**src/rtl/mem_access_ctrl.sv**
```systemverilog
// rtl/mem_access_ctrl.sv - burst read/write initiator for a generic_mem instance
//
// Accepts read or write burst commands and drives the memory ports. Write beats
// stream in over wdata_*. Read beats stream out over rsp_* under backpressure.
// The memory's one-cycle registered read latency is absorbed internally.
//
// Optional feature macro: MEM_ACCESS_WRITE_VERIFY_EN
//   When defined, every written beat is read back and compared with the data
//   that was written. A mismatch sets the sticky verify_err_o flag.
//   When undefined, verify_err_o is tied to 0.
//
// Ports:
//   clk_i, rst_ni                   clock, synchronous active-low reset
//   cmd_valid_i / cmd_ready_o       command handshake
//   cmd_write_i                     1 = write burst, 0 = read burst
//   cmd_addr_i, cmd_len_i           start address, beats minus 1 (saturated to DEPTH-1)
//   wdata_valid_i / wdata_ready_o   write beat handshake
//   wdata_i                         write beat data
//   rsp_valid_o / rsp_ready_i       read beat handshake
//   rsp_data_o                      read beat data
//   cmd_done_o                      one-cycle pulse after the burst completes
//   verify_err_o                    sticky write-verify mismatch, cleared on command accept
//   mem_wr_en_o, mem_wr_addr_o, mem_wr_data_o   memory write port
//   mem_rd_en_o, mem_rd_addr_o, mem_rd_data_i   memory read port (data one cycle after enable)
`timescale 1ns/1ps
module mem_access_ctrl #(
  parameter int DEPTH = 8,
  parameter int WIDTH = 32,
  localparam int AWIDTH = $clog2(DEPTH)
) (
  input  logic              clk_i,
  input  logic              rst_ni,
  input  logic              cmd_valid_i,
  output logic              cmd_ready_o,
  input  logic              cmd_write_i,
  input  logic [AWIDTH-1:0] cmd_addr_i,
  input  logic [AWIDTH-1:0] cmd_len_i,
  input  logic              wdata_valid_i,
  output logic              wdata_ready_o,
  input  logic [WIDTH-1:0]  wdata_i,
  output logic              rsp_valid_o,
  input  logic              rsp_ready_i,
  output logic [WIDTH-1:0]  rsp_data_o,
  output logic              cmd_done_o,
  output logic              verify_err_o,
  output logic              mem_wr_en_o,
  output logic [AWIDTH-1:0] mem_wr_addr_o,
  output logic [WIDTH-1:0]  mem_wr_data_o,
  output logic              mem_rd_en_o,
  output logic [AWIDTH-1:0] mem_rd_addr_o,
  input  logic [WIDTH-1:0]  mem_rd_data_i
);

  // One extra bit so a full-depth burst (DEPTH beats) fits in the beat counters.
  localparam int CW = AWIDTH + 1;
  localparam logic [AWIDTH-1:0] LAST_ADDR = AWIDTH'(DEPTH - 1);

  typedef enum logic [2:0] {
    S_IDLE,
    S_WRITE,
    S_READ,
    S_WVRD,
    S_WVCMP
  } state_e;

  state_e            state_q, state_d;
  logic [AWIDTH-1:0] addr_q, addr_d;
  logic [CW-1:0]     iss_q, iss_d;   // beats still to write, or reads still to issue
  logic [CW-1:0]     rsp_q, rsp_d;   // read beats still to hand over
  logic              rsp_valid_q, rsp_valid_d;
  logic              done_q, done_d;
  logic              rd_issue, rd_hs;
  logic [AWIDTH-1:0] len_sat;
`ifdef MEM_ACCESS_WRITE_VERIFY_EN
  logic [WIDTH-1:0]  vdata_q, vdata_d;
  logic              err_q, err_d;
`endif

  // Wrap explicitly so non-power-of-two depths also roll over to 0.
  function automatic logic [AWIDTH-1:0] addr_inc(input logic [AWIDTH-1:0] a);
    return (a == LAST_ADDR) ? '0 : a + AWIDTH'(1);
  endfunction

  assign len_sat = (cmd_len_i > LAST_ADDR) ? LAST_ADDR : cmd_len_i;

  always_comb begin
    state_d       = state_q;
    addr_d        = addr_q;
    iss_d         = iss_q;
    rsp_d         = rsp_q;
    rsp_valid_d   = rsp_valid_q;
    done_d        = 1'b0;
    rd_issue      = 1'b0;
    rd_hs         = 1'b0;
    cmd_ready_o   = 1'b0;
    wdata_ready_o = 1'b0;
    mem_wr_en_o   = 1'b0;
    mem_wr_addr_o = '0;
    mem_wr_data_o = '0;
    mem_rd_en_o   = 1'b0;
    mem_rd_addr_o = '0;
`ifdef MEM_ACCESS_WRITE_VERIFY_EN
    vdata_d       = vdata_q;
    err_d         = err_q;
`endif
    case (state_q)
      S_IDLE: begin
        cmd_ready_o = 1'b1;
        if (cmd_valid_i) begin
          addr_d      = cmd_addr_i;
          iss_d       = CW'(len_sat) + CW'(1);
          rsp_d       = CW'(len_sat) + CW'(1);
          rsp_valid_d = 1'b0;
`ifdef MEM_ACCESS_WRITE_VERIFY_EN
          err_d       = 1'b0;
`endif
          state_d     = cmd_write_i ? S_WRITE : S_READ;
        end
      end
      S_WRITE: begin
        wdata_ready_o = 1'b1;
        if (wdata_valid_i) begin
          mem_wr_en_o   = 1'b1;
          mem_wr_addr_o = addr_q;
          mem_wr_data_o = wdata_i;
`ifdef MEM_ACCESS_WRITE_VERIFY_EN
          // Address and count advance only after the read-back compare.
          vdata_d = wdata_i;
          state_d = S_WVRD;
`else
          addr_d  = addr_inc(addr_q);
          iss_d   = iss_q - CW'(1);
          if (iss_q == CW'(1)) begin
            state_d = S_IDLE;
            done_d  = 1'b1;
          end
`endif
        end
      end
`ifdef MEM_ACCESS_WRITE_VERIFY_EN
      S_WVRD: begin
        mem_rd_en_o   = 1'b1;
        mem_rd_addr_o = addr_q;
        state_d       = S_WVCMP;
      end
      S_WVCMP: begin
        if (mem_rd_data_i != vdata_q) err_d = 1'b1;
        addr_d = addr_inc(addr_q);
        iss_d  = iss_q - CW'(1);
        if (iss_q == CW'(1)) begin
          state_d = S_IDLE;
          done_d  = 1'b1;
        end else begin
          state_d = S_WRITE;
        end
      end
`endif
      S_READ: begin
        // Issue only when the output slot is empty or being emptied this cycle,
        // so the memory's held read data stays stable during a stall.
        rd_issue = (iss_q != '0) && (!rsp_valid_q || rsp_ready_i);
        rd_hs    = rsp_valid_q && rsp_ready_i;
        if (rd_issue) begin
          mem_rd_en_o   = 1'b1;
          mem_rd_addr_o = addr_q;
          addr_d        = addr_inc(addr_q);
          iss_d         = iss_q - CW'(1);
          rsp_valid_d   = 1'b1;
        end else if (rd_hs) begin
          rsp_valid_d = 1'b0;
        end
        if (rd_hs) begin
          rsp_d = rsp_q - CW'(1);
          if (rsp_q == CW'(1)) begin
            state_d = S_IDLE;
            done_d  = 1'b1;
          end
        end
      end
      default: state_d = S_IDLE;
    endcase
  end

  always_ff @(posedge clk_i) begin
    if (!rst_ni) begin
      state_q     <= S_IDLE;
      addr_q      <= '0;
      iss_q       <= '0;
      rsp_q       <= '0;
      rsp_valid_q <= 1'b0;
      done_q      <= 1'b0;
`ifdef MEM_ACCESS_WRITE_VERIFY_EN
      vdata_q     <= '0;
      err_q       <= 1'b0;
`endif
    end else begin
      state_q     <= state_d;
      addr_q      <= addr_d;
      iss_q       <= iss_d;
      rsp_q       <= rsp_d;
      rsp_valid_q <= rsp_valid_d;
      done_q      <= done_d;
`ifdef MEM_ACCESS_WRITE_VERIFY_EN
      vdata_q     <= vdata_d;
      err_q       <= err_d;
`endif
    end
  end

  assign rsp_valid_o = rsp_valid_q;
  // Gated so verify read-backs never appear on the response port.
  assign rsp_data_o  = rsp_valid_q ? mem_rd_data_i : '0;
  assign cmd_done_o  = done_q;
`ifdef MEM_ACCESS_WRITE_VERIFY_EN
  assign verify_err_o = err_q;
`else
  assign verify_err_o = 1'b0;
`endif

endmodule

```
**config.mk**
```make
export PLATFORM = sky130hd
export DESIGN_NAME = mem_access_ctrl
export DESIGN_NICKNAME = d
export VERILOG_FILES = /design/src/rtl/mem_access_ctrl.sv
export SDC_FILE = /design/constraint.sdc
export NUM_CORES = 1
export LEC_CHECK = 0
export CAP_MARGIN = 10
export CORE_ASPECT_RATIO = 1.2
export CORE_UTILIZATION = 32
export DETAILED_ROUTE_END_ITERATION = 7
export PLACE_DENSITY = 0.89
export SYNTH_ARGS = -nofsm -noshare
export SYNTH_HDL_FRONTEND = slang
export SYNTH_SLANG_ARGS = --single-unit
export TNS_END_PERCENT = 30
```
**constraint.sdc**
```tcl
create_clock -name clk_i -period 4.1 [get_ports clk_i]
set_input_delay 0.615 -clock clk_i [delete_from_list [all_inputs] [get_ports clk_i]]
set_output_delay 0.615 -clock clk_i [all_outputs]
set_load 0.02 [all_outputs]
```
==> results.txt <==
post-synthesis cell count = 204
row cnt = 27
Vias = 1982
I/O pin count = 153
first-pass GRT wire length = 8.652 mm
GRT Total Usage = 21.98%
outcome = finished, final reports clean
Resized cells post-CTS = 0
hold path start = state_q[0]$_SDFFE_PN0P_
cell count after placement = 398
relative slew slack = 31.42%
Ys Warns = 0
Clk pin slew, worst setup/hold paths = 0.06 ns
Crit-path slowest cell = clkdlybuf4s50_1
crit-path cells = clkdlybuf4s50_1 -> and3_1 -> clkdlybuf4s50_1
crit-path max FO = 38
Post-synth ARST share = 0%
setup TNS = 0 ns
vias in the first global route = 1740
dominant cells by area after synthesis = dfxtp_1, and2_1, and3_1
Tcrit/Tclk final = 78.31%
final WL = 5.675 mm
achievable frequency = 311.5 MHz
layout cells sized above 1 = 3.779%
worst min-delay path category = reg -> reg
cts-stage hold buffer count = 0
Mapped Nets = 291
die area = 4991 um^2
FILL cells = 383
Synth Area per Inst = 7.391 um^2
clock skew = 0.002659 ns
routability congestion estimate = 0.8530
Seq/Total Area, Yosys = 19.92%
Lkg Pwr = 1.290 nW
Clk Latency, worst-skew pair = 0.25 ns
Worst Setup Start Kind = input pin
DRT antenna net count = 0
Area growth, synth to finish = 104.2%
register bit total from synthesis = 15
post-DP HPWL = 4.519 mm
top post-synthesis cells by count = and2_1, and3_1, dfxtp_1, clkbuf_1, ha_1
CTS Buffer Depth = 2
Die W = 64.66 um
gr ovfl total = 0
die height = 77.19 um
Port Buffers = 151
ant diodes = 0
CTS buffer count = 3
Hold Vio Cnt, Final = 0
final setup fails = 0
Crit path arrival time = 2.60 ns
R2R Path Start = state_q[1]$_SDFFE_PN0P_
synth unique cells = 40
mapped cell area = 1508 um^2
most frequent cell after synthesis = and2_1
DRT iter0 DRCs = 84
Worst R2R Path Depth = 6
Period minus WS final = 3.211 ns
CP Class = in -> out
Worst path top cell family by delay = buffers and inverters
TritonCTS clock tree = built
area occupied by multi-input gates = 1109 um^2
final layout net count = 432
Pre-antenna DRT Iters = 4
total power = 0.9684 mW
Required @ worst endpoint = 3.48 ns
cell mode on critical path = clkdlybuf4s50_1
DRC viols = 0
Yosys top cell area share = 19.92%
Hold Path Cell Cnt = 2
Critical R2R Capture = iss_q[3]$_SDFFE_PN0P_
maximum VDD drop = 189.8 uV
H-Tree Depth = 1
routed len/inst = 14.12 um
clk sinks = 15
Worst Tran Pin Value = 1.029 ns
fin cells = 402
RSZ-0062 raised after global routing = no
largest area contributor in the netlist = dfxtp_1
PD cells = 314.5 nW/um^2
ys flop type = dfxtp_1
via density per instance = 4.930
Worst setup EP type = output pin
initial antenna violation count = 0
initial core utilization = 33.06%
final slew viol count = 0
CTS root buffer = clkbuf_8
hold worst-path end = state_q[0]$_SDFFE_PN0P_
largest net degree at the start of global routing = 40
Post-CTS Repair Setup Buffers = 0
Buf/Inv on CP = 2
core area = 4561 um^2
R2R setup slack = 1.78 ns
storage element area = 300.3 um^2
CP startpoint = wdata_valid_i
Max Cap Violations = 0
critical path's largest stage delay = 1.07 ns
Post-synth EDFFs = 0
## power breakdown
part	switching (mW)	internal (mW)	total, mW
Clock	0.0527	0.0689	0.122
Combinational	0.306	0.305	0.611
Sequential	0.0485	0.187	0.236
Total	0.408	0.561	0.968
## stage by stage
stage | util, % | hold WS, ns | setup WS (ns) | area (um^2)
after floorplan | - | 0.4673 | 1.508 | 1508
after global placement | 66.53 | 0.4858 | 0.9398 | 3034
after detailed placement | 66.53 | 0.5081 | 0.9090 | 3034
after CTS | 67.52 | 0.5171 | 0.9068 | 3079
after global routing | 67.52 | 0.5299 | 0.7204 | 3079
final | 67.52 | 0.5182 | 0.8892 | 3079
## logic make-up after synthesis
| kind of cell | after synthesis | share of synthesized area (%) |
|---|---|---|
| simple gates | 112 | 43.65 |
| compound gates | 32 | 15.19 |
| buf+inv | 25 | 6.556 |
| flops | 15 | 19.92 |
| fa+ha+maj | 11 | 9.128 |
| mux | 7 | 4.730 |
| other cells | 1 | 0.2487 |
| xor+xnor | 1 | 0.5810 |
## sequential cells by signal (all words and copies together), names as in the netlist
signal / flops
rsp_q: 4
iss_q: 4
addr_q: 3
rsp_valid_o: 1
cmd_done_o: 1
state_q: 2
## worst reg2reg max path, cell delays in order, from the launching register on
cell	delay, ns
dfxtp_1	0.38
inv_1	0.09
ha_1	0.54
nor2b_1	0.31
nor3_2	0.39
and2_1	0.36
a31o_2	0.20
## layer usage
metal	routed length, um	share of wire (%)	track usage [%]
met3	539	9.5	7.292
met1	2214	39	23.75
met5	0	0	0
met2	2827	50	39.16
met4	93	1.6	7.556
## worst max-delay path by stage
stage	depth (start not counted)	slack, ns	endpoint
2_1_floorplan	6	1.51	mem_rd_addr_o[0]
3_3_place_gp	3	0.94	mem_wr_data_o[18]
3_5_place_dp	3	0.91	mem_wr_data_o[1]
4_1_cts	6	0.91	mem_rd_addr_o[2]
5_1_grt	3	0.72	mem_wr_data_o[7]
6_report	3	0.89	mem_wr_data_o[1]
## layout make-up
| class | instances | area share [%] |
|---|---|---|
| Multi-Input combinational cell | 164 | 36.00 |
| Timing Repair Buffer | 152 | 49.33 |
| Tap cell | 58 | 2.357 |
| Sequential cell | 15 | 9.752 |
| Inverter | 9 | 1.097 |
| Clock buffer | 4 | 1.463 |
## cell usage in the layout (no fill, tap or decap), types with 2 or more instances in the layout
cell type	synthesis	final
mux2i_1	6	6
clkbuf_8	0	3
a31o_2	2	2
nand3_1	5	5
a211oi_1	6	6
nor4_1	2	2
and2_1	37	37
ha_1	11	11
nand2b_1	2	2
a21oi_1	9	9
a31oi_1	2	2
nand2_1	10	10
dfxtp_1	15	15
inv_1	8	8
o21ai_0	4	4
clkdlybuf4s50_1	0	151
and3_1	35	35
nor2b_1	4	4
nor2_1	9	9
o22ai_1	2	2
nor3_1	2	2
Power figures use the tool's default switching activity.
